--- src/rtl/div_pkg.sv ---
// Shared definitions for the sequential signed divider: FSM states,
// default operand widths and the most-negative-value helper.
package div_pkg;

    typedef enum logic [1:0] {
        IDLE,
        CALC,
        FIX,
        DONE
    } div_state_e;

    localparam int DEF_DW = 8;
    localparam int DEF_VW = 4;

    // Bit pattern of -2^(width-1); callers cast down to their own width.
    function automatic logic [63:0] most_negative(input int width);
        return 64'd1 << (width - 1);
    endfunction

endpackage

--- src/rtl/sgn_mag_conv.sv ---
// Two's-complement <-> sign/magnitude converter. Magnitudes are unsigned W-bit,
// so the most-negative input maps to 2^(W-1) without truncation.
module sgn_mag_conv #(
    parameter int W = 8
) (
    input  logic [W-1:0] signed_in,
    output logic         sign_out,
    output logic [W-1:0] mag_out,
    input  logic         sign_in,
    input  logic [W-1:0] mag_in,
    output logic [W-1:0] signed_out
);

    assign sign_out   = signed_in[W-1];
    assign mag_out    = signed_in[W-1] ? -signed_in : signed_in;
    assign signed_out = sign_in ? -mag_in : mag_in;

endmodule

--- src/rtl/seq_signed_divider.sv ---
// Sequential restoring signed divider with truncating (Verilog / and %) semantics,
// one quotient bit per cycle, valid/ready handshakes on both sides.
module seq_signed_divider
    import div_pkg::*;
#(
    parameter int DW = DEF_DW,
    parameter int VW = DEF_VW
) (
    input  logic          clk,
    input  logic          rst_n,
    input  logic          in_valid,
    output logic          in_ready,
    input  logic [DW-1:0] dividend,
    input  logic [VW-1:0] divisor,
    output logic          out_valid,
    input  logic          out_ready,
    output logic [DW-1:0] quotient,
    output logic [VW-1:0] remainder,
    output logic          div_by_zero,
    output logic          overflow
);

    localparam int CW = (DW > 1) ? $clog2(DW) : 1;
    localparam logic [CW-1:0] CNT_INIT = CW'(DW - 1);
    localparam logic [DW-1:0] MOST_NEG = DW'(most_negative(DW));

    div_state_e state, state_nxt;

    logic          dvd_sign, dvs_sign;
    logic [DW-1:0] dvd_mag;
    logic [VW-1:0] dvs_mag;
    logic [DW-1:0] work;
    logic [VW-1:0] dvs_mag_reg;
    logic [VW:0]   prem;
    logic [CW-1:0] cnt;
    logic          sq, sr;
    logic [DW-1:0] q_signed;
    logic [VW-1:0] r_signed;
    logic [VW+1:0] shifted, trial;
    logic          trial_ok;

    // The dividend converter also signs the quotient; the divisor one signs the remainder.
    sgn_mag_conv #(.W(DW)) u_dvd_conv (
        .signed_in  (dividend),
        .sign_out   (dvd_sign),
        .mag_out    (dvd_mag),
        .sign_in    (sq),
        .mag_in     (work),
        .signed_out (q_signed)
    );

    sgn_mag_conv #(.W(VW)) u_dvs_conv (
        .signed_in  (divisor),
        .sign_out   (dvs_sign),
        .mag_out    (dvs_mag),
        .sign_in    (sr),
        .mag_in     (prem[VW-1:0]),
        .signed_out (r_signed)
    );

    // Work register shifts dividend bits out of the top and quotient bits in at the bottom.
    assign shifted  = {prem, work[DW-1]};
    assign trial    = shifted - {2'b00, dvs_mag_reg};
    assign trial_ok = (shifted >= {2'b00, dvs_mag_reg});

    always_ff @(posedge clk or negedge rst_n) begin
        if (!rst_n) begin
            state <= IDLE;
        end else begin
            state <= state_nxt;
        end
    end

    always_comb begin
        state_nxt = state;
        in_ready  = 1'b0;
        out_valid = 1'b0;
        case (state)
            IDLE: begin
                in_ready = 1'b1;
                if (in_valid) begin
                    state_nxt = (divisor == '0) ? DONE : CALC;
                end
            end
            CALC: begin
                if (cnt == '0) begin
                    state_nxt = FIX;
                end
            end
            FIX: begin
                state_nxt = DONE;
            end
            DONE: begin
                out_valid = 1'b1;
                if (out_ready) begin
                    state_nxt = IDLE;
                end
            end
            default: begin
                state_nxt = IDLE;
            end
        endcase
    end

    always_ff @(posedge clk or negedge rst_n) begin
        if (!rst_n) begin
            work        <= '0;
            dvs_mag_reg <= '0;
            prem        <= '0;
            cnt         <= '0;
            sq          <= 1'b0;
            sr          <= 1'b0;
            quotient    <= '0;
            remainder   <= '0;
            div_by_zero <= 1'b0;
            overflow    <= 1'b0;
        end else begin
            case (state)
                IDLE: begin
                    if (in_valid) begin
                        work        <= dvd_mag;
                        dvs_mag_reg <= dvs_mag;
                        sq          <= dvd_sign ^ dvs_sign;
                        sr          <= dvd_sign;
                        prem        <= '0;
                        cnt         <= CNT_INIT;
                        if (divisor == '0) begin
                            quotient    <= '1;
                            remainder   <= '0;
                            div_by_zero <= 1'b1;
                            overflow    <= 1'b0;
                        end
                    end
                end
                CALC: begin
                    prem <= trial_ok ? (VW+1)'(trial) : (VW+1)'(shifted);
                    work <= {work[DW-2:0], trial_ok};
                    cnt  <= cnt - CW'(1);
                end
                FIX: begin
                    // A positive quotient magnitude of 2^(DW-1) only arises from MIN / -1.
                    quotient    <= q_signed;
                    remainder   <= r_signed;
                    overflow    <= !sq && (work == MOST_NEG);
                    div_by_zero <= 1'b0;
                end
                DONE: begin
                    if (out_ready) begin
                        div_by_zero <= 1'b0;
                        overflow    <= 1'b0;
                    end
                end
                default: begin
                end
            endcase
        end
    end

endmodule
--- config.mk ---
export PLATFORM = sky130hd
export DESIGN_NAME = seq_signed_divider
export DESIGN_NICKNAME = d
export VERILOG_FILES = /design/src/rtl/div_pkg.sv /design/src/rtl/sgn_mag_conv.sv /design/src/rtl/seq_signed_divider.sv
export SDC_FILE = /design/constraint.sdc
export NUM_CORES = 1
export LEC_CHECK = 0
export BUFFER_PORTS_ARGS = -buffer_cell sky130_fd_sc_hd__buf_2
export CAP_MARGIN = 10
export CORE_MARGIN = 5
export CORE_UTILIZATION = 31
export DETAILED_ROUTE_END_ITERATION = 8
export SLEW_MARGIN = 20
export SYNTH_ARGS = -nofsm -noshare
export SYNTH_HDL_FRONTEND = slang
export SYNTH_SLANG_ARGS = --single-unit
--- constraint.sdc ---
create_clock -name clk -period 2.3 [get_ports clk]
set_input_delay 0.46 -clock clk [delete_from_list [all_inputs] [get_ports clk]]
set_output_delay 0.46 -clock clk [all_outputs]
set_load 0.02 [all_outputs]
## After elaboration in Yosys (flattened, before gate mapping)

Cells that the tools add are included.

- Register bits: 38
- Input bits: 16
- Logic and storage cells: 71

- Add/subtract/negate cells: 6
- $lt $le $gt $ge: 1
- Equal/unequal tests: 8
- Mux-type cells: 31
- Bitwise gates (word level): 1
- Reduce and logical (&&, ||, !) cells: 13

Operator list:

| cell | number |
|---|---|
| 2-to-1 mux 8 bit | 5 |
| one-hot mux 8 bit (2 select lines) | 2 |
| 2-to-1 mux 4 bit | 4 |
| negation 8 bit | 2 |
| 2-to-1 mux 5 bit | 2 |
| one-hot mux 5 bit (2 select lines) | 1 |
| == test 8 bit (second input constant) | 1 |
| 2-to-1 mux 2 bit | 4 |
| inequality test 2 bit (second input constant) | 4 |
| negation 4 bit | 2 |
| one-hot mux 2 bit (4 select lines) | 1 |
| one-hot mux 4 bit (2 select lines) | 1 |
| 2-to-1 mux 1 bit | 7 |
| greater-or-equal comparator 6 x 4 -> 1 bit | 1 |
| one-hot mux 1 bit (3 select lines) | 2 |
| one-hot mux 3 bit (2 select lines) | 1 |
| AND reduction 3 bit | 2 |
| subtractor 5 x 4 -> 5 bit | 1 |
| == test 2 bit (second input constant) | 2 |
| zero test 4 bit | 1 |
| AND reduction 2 bit | 2 |
| AND reduction 4 bit | 1 |
| nonzero test 2 bit | 2 |
| zero test 3 bit | 1 |
| other kinds (8) | 8 |

## Longest topological paths before layout

Gate-level depths: netlist of run 1.

- Word-level depth: 4
- Depth in mapped cells: 10

## Cells and area by module

From an unflattened synthesis of run 1, not the netlist that was laid out.

- Cells, all modules: 241
- Area, all modules: 2362.3 sq um

By module, submodules not included:

| module | instances | cells each | area an instance (sq um) |
|---|---|---|---|
| seq_signed_divider | 1 | 178 | 1918.1 |
| sgn_mag_conv (u_dvd_conv) | 1 | 43 | 304.0 |
| sgn_mag_conv (u_dvs_conv) | 1 | 20 | 140.1 |

## Worst setup path after synthesis of run 1

No wires, ideal clock.

- Path type: flip-flop to flip-flop
- Start point: register work[7]
- End point: register prem[1]
- Data arrival time: 1915 ps
- Data required time: 2171 ps
- Setup slack: 256 ps
- Stages on the path, launching flop included: 11
- Path buffers: 1
- Path through: dfrtp_1 -> inv_1 -> ha_1 -> inv_1 -> fa_1 -> a21o_1 -> a21oi_2 -> and3_1 -> buf_2 -> mux2i_1 -> o22ai_1

- Cells in the longest elaborated chain, start to end: 3
- Elaborated cells between the ends (all ways): 4
- Those cells by class: 1 x add/sub; 1 x order compare; 2 x mux

Ends and longest elaborated chain:

| what | line | text |
|---|---|---|
| from (decl) | seq_signed_divider.sv:32 | `logic [DW-1:0] work;` |
| from (signal assigned) | seq_signed_divider.sv:121 | `work <= dvd_mag;` |
| from (signal assigned) | seq_signed_divider.sv:137 | `work <= {work[DW-2:0], trial_ok};` |
| subtractor 5 x 4 -> 5 bit / greater-or-equal comparator 6 x 4 -> 1 bit (equally long branches) | seq_signed_divider.sv:63, seq_signed_divider.sv:64 |  |
| 2-to-1 mux 5 bit * | seq_signed_divider.sv:136 | `prem <= trial_ok ? (VW+1)'(trial) : (VW+1)'(shifted);` |
| one-hot mux 5 bit (2 select lines) * | seq_signed_divider.sv:118 | `case (state)` |
| to (signal assigned) | seq_signed_divider.sv:136 |  |
| to (decl) | seq_signed_divider.sv:34 | `logic [VW:0] prem;` |

Mark *: on every way between the ends. The rest lies on a longest branch, timed or not.
A chain may end at the register's enable or synchronous reset.

## Worst setup path in the final report of run 1

Same ends and word-level chain as after synthesis.

==> results of run 1 <==
cells by family after synthesis:
logic type / share of synthesized area [%]
AOI/OAI and AO/OA: 19.36
and+or+nand+nor: 14.71
DFF: 40.64
buffers and inverters: 5.669
xor gates and xnor gates: 6.364
adders and majority gates: 8.342
muxes: 4.920
per-layer routing:
metal	vias up	share of wire [%]	GRT usage, %
li1	951	-	-
met1	846	50	16.04
met2	33	43	15.50
met3	8	4.9	3.237
met4	0	1.8	4.536
met5	-	0	0
report_power, final:
group	total (uW)	leakage [uW]	internal [uW]	switching, uW
Combinational	2150	0.000740	922	1230
Clock	482	0.0000482	242	240
Sequential	1240	0.000445	958	280
worst max-delay path, stage by stage (launching register included):
cell     delay, ps
dfrtp_1        430
inv_1           90
ha_1           140
inv_1           50
fa_1           400
a21o_1         180
a21oi_2        200
and3_4         260
mux2i_1        190
o22ai_1         80
metrics by stage:
stage                     util [%]  total power, uW  worst slack, ps  TNS (ps)
after floorplan                  -             2848            255.9         0
after global placement       35.95             3396            153.8         0
after detailed placement     35.95             3414            80.31         0
after CTS                    37.20             3907            65.41         0
after global routing         37.27             4246           -6.109    -8.800
final                        37.27             3875            164.6         0
area by class of cell:
class / count / area share [%]
multi-input combinational: 181 / 46.41
sequential: 38 / 34.99
timing repair buffer: 37 / 7.366
tap: 99 / 4.558
inverter: 24 / 3.315
clock buffer: 7 / 3.177
clock inverter: 1 / 0.1842
how the worst min path moves through the flow:
stage          slack [ps]  cells after the start                       to               start
6_report              270                      1     state[1]$_DFFE_PN0P_               rst_n
5_1_grt               350                      1     state[1]$_DFFE_PN0P_               rst_n
4_1_cts               300                      1  quotient[5]$_DFFE_PN0P_               rst_n
3_5_place_dp          460                      1       cnt[0]$_DFFE_PN0P_  cnt[0]$_DFFE_PN0P_
3_3_place_gp          450                      1       cnt[0]$_DFFE_PN0P_  cnt[0]$_DFFE_PN0P_
2_1_floorplan         160                      0       cnt[0]$_DFFE_PN0P_               rst_n
repair_timing:
action,CTS,global route
setup endpoints to repair,0,4
gates resized for setup,0,2
hold buffers,0,0
buffers inserted,0,0
cell usage in the layout (no fill, tap or decap), types with 6 or more instances in the layout:
cell      synthesis  final
inv_1            24     24
a21oi_1          15     15
xnor2_1          11     11
ha_1             14     14
clkbuf_8          0      6
nand2_1          22     22
nor2_1           17     17
mux2i_1           7      7
o21ai_0          20     20
buf_4             1      6
dfrtp_1          38     38
buf_2             4     31
xor2_1            6      6
==> results.py, run 1 <==
metrics = {
    "run_status": {
        "status": "finished clean",
    },
    "placement": {
        "portBuffers": 31,
        "place_area_um2": 2621,
        "post-dp-hpwl_mm": 3.921,
        "place.gp.congestion": 0.8187,
        "dp.cells": 379,
    },
    "critical_path": {
        "reg2reg_from": "work[7]$_DFFE_PN0P_",
        "cp-end-kind": "flip-flop",
        "worstPathMaxFanout": 6,
        "crit_start": "work[7]$_DFFE_PN0P_",
        "crit_required_ps": 2470,
        "worstPathArrival_ps": 2300,
        "crit_end": "prem[1]$_DFFE_PN0P_",
        "path_class": "flip-flop to flip-flop",
        "critPathLaunchType": "flip-flop",
        "r2r_slack_ps": 160,
        "reg2reg_depth": 9,
        "r2r-end": "prem[1]$_DFFE_PN0P_",
    },
    "sta": {
        "min_period_ps": 2135,
        "whs_ps": 266.9,
        "slew_headroom_pct": 44.63,
        "finalClockSkew_ps": 1.635,
        "worst_pin_slew_ps": 830.5,
        "finalHoldViolCount": 0,
        "fmax_mhz": 468.3,
        "post-route-period-util_pct": 92.84,
        "finalSetupViolCount": 0,
        "maxSlewViolCount": 0,
    },
    "floorplan": {
        "die_area_um2": 9385,
        "placeableCoreArea_um2": 7292,
        "fp.dieW_um": 96.88,
        "boundaryPins": 32,
        "rows": 31,
        "die_h_um": 96.88,
        "start_util_pct": 32.09,
    },
    "clock_network": {
        "htreeDepth": 2,
        "cts.sinks": 38,
        "numCtsBuffers": 5,
        "root_buffer": "clkbuf_8",
        "clk_pin_slew_ps": 80,
        "cts_tree": "yes",
        "clock_latency_ps": 290,
        "clockBufferDepth": 2,
    },
    "grt": {
        "overflow": 0,
        "grt_max_degree": 39,
        "grt_pass1_vias": 1730,
        "grt_usage_pct": 11.16,
        "grt_antenna_before_repair": 0,
        "grt_pass1_wl_mm": 8.590,
    },
    "yosys": {
        "ys.flop_type": "dfrtp_1",
        "avgSynthCellArea_um2": 9.285,
        "yosys_warnings": 0,
        "synth_cells": 252,
        "ys_ff_latch": 38,
        "async_flop_share_pct": 100.0,
        "netlist_area_um2": 2340,
        "synth.top_cell.area_share_pct": 40.64,
        "yosys.area.top_type": "dfrtp_1",
        "synth-seq-area-share_pct": 40.64,
        "synthDistinctLibCells": 49,
        "ys_top_cells_by_area": "dfrtp_1 (41%), ha_1 (7.5%), o21ai_0 (4.3%), xnor2_1 (4.1%), inv_1 (3.9%)",
        "yosysMostFrequentCell": "dfrtp_1",
        "syn_nets": 283,
        "synth_edf_count": 0,
        "synth_common_cells": "dfrtp_1 (38), inv_1 (24), nand2_1 (22)",
    },
    "finish": {
        "layout-drive-gt1-share_pct": 20.83,
        "area.growth.synth_to_final_pct": 16.15,
        "top_regs": "quotient (8), work (8), prem (5)",
        "instances_no_fill": 387,
        "fin_nets": 318,
        "postLayoutCellArea_um2": 2718,
        "diodes": 0,
        "multiInputGateArea_um2": 1261,
        "final-seq-area_um2": 950.9,
        "fillers": 765,
    },
    "power": {
        "powerDensity_nw_per_um2": 1426,
        "total_leakage_power_uw": 0.001233,
        "ir_drop_uv": 412.9,
    },
    "detailed_routing": {
        "drt_pre_antenna_iters": 4,
        "routed_wl_mm": 5.060,
        "final_antenna_net_count": 0,
        "dr.first_iter.drc_count": 68,
        "via_per_inst": 4.749,
        "num_vias": 1838,
        "post_drt_wl_per_cell_um": 13.07,
        "drc": 0,
    },
    "min_path": {
        "hold_path_class": "primary input to asynchronous set/reset pin",
    },
    "flow_run": {
        "max-cap-violations": 0,
    },
}
(Power assumes the default switching activity.)
==> inputs of run 2 (changes only) <==
- ABC_AREA: unset -> 1
- CTS_BUF_LIST: unset -> sky130_fd_sc_hd__clkbuf_4
- PLACE_DENSITY: unset -> 0.5
==> run 2 against run 1 <==
Worst hold slack worse by 180 ps. Core utilization down 1.5 points. First-iteration DRC count up 68%. Cell count rose by 17%. Die area rose by 2.5%. Register-to-register slack improved by 150 ps. Via count up 12%. Synthesized area rose by 2.8%. Sequential cell count is the same. Critical path depth up 2. Largest cell class unchanged. Wire length grew 13%. Design area grew 0.64%. Critical endpoint is now prem[3]$_DFFE_PN0P_.
==> results.py, run 2 <==
metrics = {
    "run_status": {
        "status": "finished clean",
    },
    "finish": {
        "layout_common_cells": "nand2_1 (63), inv_1 (45), dfrtp_1 (38), nor2_1 (32), buf_2 (31)",
        "top_regs": "quotient (8), work (8), prem (5)",
        "final_core_util_pct": 35.77,
        "fin_nets": 381,
        "layout-drive-gt1-share_pct": 17.09,
        "area.growth.synth_to_final_pct": 13.74,
        "layout_commonest_cell": "nand2_1",
        "diodes": 0,
    },
    "critical_path": {
        "crit_required_ps": 2580,
        "worstPathMaxFanout": 7,
        "cp-end-kind": "flip-flop",
        "critPathLaunchType": "flip-flop",
        "worstPathArrival_ps": 2270,
        "path_class": "flip-flop to flip-flop",
    },
    "floorplan": {
        "die_area_um2": 9619,
        "die_h_um": 98.08,
        "fp.dieW_um": 98.08,
        "start_util_pct": 31.45,
        "placeableCoreArea_um2": 7647,
        "boundaryPins": 32,
        "rows": 32,
    },
    "detailed_routing": {
        "post_drt_wl_per_cell_um": 12.58,
        "dr_wl_met3_um": 159,
        "wl_met1_mm": 2.797,
        "drc": 0,
        "final_antenna_net_count": 0,
        "drt_pre_antenna_iters": 4,
        "top_layer": "met4",
        "via_per_inst": 4.525,
        "wl_met2_mm": 2.692,
        "num_vias": 2050,
        "routed_wl_mm": 5.700,
        "dr.first_iter.drc_count": 114,
    },
    "yosys": {
        "yosys_warnings": 0,
        "yosysMostFrequentCell": "nand2_1",
        "ys.flop_type": "dfrtp_1",
        "synth-seq-area-share_pct": 39.54,
        "yosys.area.top_type": "dfrtp_1",
        "synth_common_cells": "nand2_1 (63), inv_1 (45), dfrtp_1 (38)",
        "async_flop_share_pct": 100.0,
        "avgSynthCellArea_um2": 7.683,
        "synthDistinctLibCells": 35,
        "synth_edf_count": 0,
        "syn_nets": 344,
        "ys_top_cells_by_area": "dfrtp_1 (40%), nand2_1 (9.8%), ha_1 (7.3%), inv_1 (7.0%), o21ai_0 (5.8%)",
        "synth_cells": 313,
        "ys_ff_latch": 38,
        "synth.top_cell.area_share_pct": 39.54,
        "netlist_area_um2": 2405,
    },
    "sta": {
        "tns_ps": 0,
        "post-route-period-util_pct": 86.48,
        "rsz0062_at_grt": "false",
        "worst_pin_slew_ps": 558.1,
        "finalClockSkew_ps": 17.01,
        "finalSetupViolCount": 0,
        "slew_headroom_pct": 62.79,
        "maxSlewViolCount": 0,
        "finalHoldViolCount": 0,
        "min_period_ps": 1989,
        "whs_ps": 84.63,
        "fmax_mhz": 502.8,
    },
    "grt": {
        "grt_usage_pct": 12.61,
        "grt_pass1_wl_mm": 9.894,
        "grt_antenna_before_repair": 0,
        "overflow": 0,
        "grt_max_degree": 24,
        "grt_pass1_vias": 2077,
    },
    "clock_network": {
        "cts.sinks": 38,
        "clockBufferDepth": 2,
        "cts_hold_buf": 0,
        "htreeDepth": 2,
        "cts_tree": "yes",
        "post_cts_buffers": 0,
        "clk_pin_slew_ps": 130,
        "numCtsBuffers": 5,
        "clock_latency_ps": 340,
        "post_cts_resized": 0,
        "root_buffer": "clkbuf_4",
    },
    "power": {
        "ir_drop_uv": 330.6,
        "total_leakage_power_uw": 0.001389,
        "powerDensity_nw_per_um2": 1368,
        "power_uw": 3741,
    },
    "placement": {
        "post-dp-hpwl_mm": 4.474,
        "portBuffers": 31,
        "place.gp.congestion": 0.8261,
    },
    "flow_run": {
        "max-cap-violations": 0,
    },
    "min_path": {
        "hold_path_class": "primary input to asynchronous set/reset pin",
    },
}
run 2: worst paths after layout:
path | start | endpoint | slack [ps] | cells past startpoint
setup / recovery | work[7]$_DFFE_PN0P_ | prem[3]$_DFFE_PN0P_ | 310 | 11
hold / removal | rst_n | remainder[1]$_DFFE_PN0P_ | 80 | 1
setup reg to reg | work[7]$_DFFE_PN0P_ | prem[3]$_DFFE_PN0P_ | 310 | 11
hold reg to reg | cnt[0]$_DFFE_PN0P_ | cnt[0]$_DFFE_PN0P_ | 470 | 1
max in group asynchronous | rst_n | work[5]$_DFFE_PN0P_ | 1670 | 2
min in group clk | divisor[2] | dvs_mag_reg[3]$_DFFE_PN0P_ | 390 | 2
run 2: kinds of logic (layout without fill, tap and decap cells):
logic type,after synthesis,in the layout,synth area share (%)
AND/OR/NAND/NOR,139,139,25.76
AO/OA/AOI/OAI,60,60,14.67
buffers and inverters,54,92,9.365
flip-flops,38,38,39.54
adder cells (fa/ha/maj),15,15,8.117
XOR/XNOR,7,7,2.549
run 2: power breakdown:
group / leakage [uW] / total (uW) / switching [uW] / internal (uW)
clock network: 0.0000286 / 343 / 229 / 114
registers: 0.000455 / 1180 / 215 / 969
logic: 0.000906 / 2210 / 1430 / 783
run 2: per-stage QoR:
step                      cells  instance area, um^2  setup slack, ps
after floorplan             313                 2405            559.8
after global placement      445                 2681            390.5
after detailed placement    445                 2681            356.2
after CTS                   453                 2735            315.0
after global routing        453                 2735            114.5
final                       453                 2735            311.0
run 2: critical path, stage by stage (launching register included):
cell and delay [ps]:
dfrtp_1 390, inv_1 140, ha_1 170, inv_1 60, fa_1 410, inv_1 70
nor2_1 50, nor2_2 250, nand2_2 140, nand3_1 110, nand3_1 80, nand2_1 80
run 2: area by class of cell:
type	instances	area (um^2)
clock buffer	5	37.54
clock inverter	3	16.27
fill	825	4912
inverter	49	188.9
multi-input combinational	221	1229
sequential	38	950.9
tap	102	127.6
timing repair buffer	35	185.2
run 2: layer usage:
layer | GRT usage (%) | up-vias
met5 | 0 | -
met1 | 16.66 | 935
li1 | - | 1088
met4 | 4.153 | 0
met3 | 2.286 | 2
met2 | 20.84 | 25
==> inputs of run 3 (changes only) <==
- ABC_AREA: 1 -> unset
- BUFFER_PORTS_ARGS: -buffer_cell sky130_fd_sc_hd__buf_2 -> -buffer_cell sky130_fd_sc_hd__clkbuf_2
==> run 3 against run 2 <==
Combinational power about the same. Sequential share of layout area grew 0.42 points. Global-route usage shrank 0.73 points. Design area down 1.2%. Non-clock buffer count rose by 5. Register-to-register slack lost 130 ps. Fmax decreased by 6.3%. First-iteration DRC count decreased by 46%. Sequential power is 4% higher. Clock skew fell by 4.5 ps. Clock power grew 5%. Count of clock-buffer cells in the layout is 1 higher. Largest cell class unchanged.
==> results.py, run 3 (same netlist as run 1, synthesis figures left out) <==
metrics = {
    "run_status": {
        "status": "finished clean",
    },
    "detailed_routing": {
        "final_antenna_net_count": 0,
        "routed_wl_mm": 5.218,
        "drc": 0,
        "num_vias": 1834,
        "via_per_inst": 4.703,
        "drt_pre_antenna_iters": 4,
        "post_drt_wl_per_cell_um": 13.38,
        "dr.first_iter.drc_count": 61,
    },
    "clock_network": {
        "cts.sinks": 38,
        "cts_tree": "yes",
        "root_buffer": "clkbuf_4",
        "numCtsBuffers": 5,
        "htreeDepth": 2,
        "clockBufferDepth": 2,
        "cts_hold_buf": 0,
        "clock_latency_ps": 350,
        "clk_pin_slew_ps": 120,
    },
    "sta": {
        "worst_pin_slew_ps": 499.0,
        "min_period_ps": 2123,
        "tns_ps": 0,
        "finalHoldViolCount": 0,
        "fmax_mhz": 471.1,
        "post-route-period-util_pct": 92.30,
        "maxSlewViolCount": 0,
        "slew_headroom_pct": 66.73,
        "finalClockSkew_ps": 12.52,
        "rsz0062_at_grt": "false",
        "finalSetupViolCount": 0,
    },
    "power": {
        "total_leakage_power_uw": 0.001241,
        "powerDensity_nw_per_um2": 1396,
        "ir_drop_uv": 329.6,
    },
    "finish": {
        "layout_common_cells": "dfrtp_1 (38), clkbuf_2 (31), inv_1 (24), nand2_1 (22), o21ai_0 (20)",
        "postLayoutCellArea_um2": 2703,
        "layout-drive-gt1-share_pct": 21.65,
        "multiInputGateArea_um2": 1261,
        "final-seq-area_um2": 950.9,
        "layout_commonest_cell": "dfrtp_1",
        "area.growth.synth_to_final_pct": 15.51,
        "top_regs": "quotient (8), work (8), prem (5)",
        "fillers": 806,
        "diodes": 0,
        "fin_nets": 321,
    },
    "floorplan": {
        "die_area_um2": 9385,
        "boundaryPins": 32,
        "die_h_um": 96.88,
        "fp.dieW_um": 96.88,
        "placeableCoreArea_um2": 7292,
        "rows": 31,
        "start_util_pct": 32.09,
    },
    "critical_path": {
        "path_class": "flip-flop to flip-flop",
        "critPathLaunchType": "flip-flop",
        "worstPathMaxFanout": 6,
        "crit_required_ps": 2540,
        "worstPathArrival_ps": 2360,
        "cp-end-kind": "flip-flop",
    },
    "flow_run": {
        "max-cap-violations": 0,
    },
    "grt": {
        "grt_pass1_wl_mm": 9.149,
        "grt_pass1_vias": 1802,
        "grt_usage_pct": 11.88,
        "grt_antenna_before_repair": 0,
        "grt_max_degree": 39,
        "overflow": 0,
    },
    "placement": {
        "portBuffers": 31,
        "place.gp.congestion": 0.7934,
        "place_area_um2": 2644,
        "post-dp-hpwl_mm": 4.058,
    },
    "min_path": {
        "hold_path_class": "primary input to asynchronous set/reset pin",
    },
}
[run 3: changes by cell type in the layout (fill, tap and decap cells not counted), sizes merged, moves of 4 or more]
| cell | previous run | this run |
|---|---|---|
| nand3 | 28 | 4 |
| o31ai | 0 | 4 |
| inv | 49 | 24 |
| xnor2 | 2 | 11 |
| nand2b | 0 | 6 |
| clkbuf | 5 | 37 |
| mux2i | 0 | 7 |
| o21ai | 31 | 24 |
| nand2 | 68 | 22 |
| buf | 35 | 9 |
| mux2 | 0 | 4 |
| nor2 | 35 | 17 |
| o22ai | 1 | 5 |
[run 3: report_power, final]
group / internal (uW) / total, uW / leakage, uW / switching, uW
Sequential: 956 / 1230 / 0.000445 / 278
Clock: 127 / 361 / 0.0000331 / 234
Combinational: 931 / 2180 / 0.000762 / 1250
[run 3: routing by layer]
layer / track usage (%) / vias to the layer above / routed length [um]
met3: 2.878 / 6 / 216
li1: - / 957 / -
met5: 0 / - / 0
met1: 16.82 / 835 / 2695
met4: 3.888 / 0 / 80
met2: 17.68 / 36 / 2225
[run 3: path summary, 6_finish.rpt]
check	depth (start not counted)	slack, ps	startpoint	endpoint
setup / recovery	9	180	work[7]$_DFFE_PN0P_	prem[1]$_DFFE_PN0P_
hold / removal	2	140	rst_n	prem[3]$_DFFE_PN0P_
setup reg to reg	9	180	work[7]$_DFFE_PN0P_	prem[1]$_DFFE_PN0P_
hold reg to reg	1	470	cnt[0]$_DFFE_PN0P_	cnt[0]$_DFFE_PN0P_
max in group asynchronous	2	1800	rst_n	work[0]$_DFFE_PN0P_
min in group clk	3	380	divisor[0]	dvs_mag_reg[0]$_DFFE_PN0P_
[run 3: worst max-delay path: stages (launching register included)]
cell	delay, ps
dfrtp_1	440
inv_1	90
ha_1	140
inv_1	60
fa_1	390
a21o_1	180
a21oi_2	190
and3_4	260
mux2i_1	200
o22ai_1	80
[run 3: cell type report]
cell class	instances	area share [%]
Clock inverter	2	0.3241
Multi-Input combinational cell	181	46.67
Tap cell	99	4.583
Sequential cell	38	35.19
Timing Repair Buffer	40	8.241
Clock buffer	6	1.667
Inverter	24	3.333
[run 3: what timing repair did]
| action | 4_1_cts | 5_1_grt |
|---|---|---|
| buffers inserted | 0 | 0 |
| setup endpoints to repair | 0 | 3 |
| resized for setup | 0 | 2 |
[run 3: per-stage QoR]
| step | hold WS (ps) | total power [uW] | util (%) | worst slack [ps] | cells |
|---|---|---|---|---|---|
| detailed placement | 459.5 | 3442 | 36.26 | 75.93 | 382 |
| floorplan | 164.4 | 2848 | - | 255.9 | 252 |
| global placement | 456.7 | 3428 | 36.26 | 153.8 | 382 |
| global route | 175.2 | 4204 | 37.06 | 30.29 | 390 |
| CTS | 165.3 | 3807 | 36.99 | 64.06 | 390 |
| finish | 141.6 | 3773 | 37.06 | 177.1 | 390 |
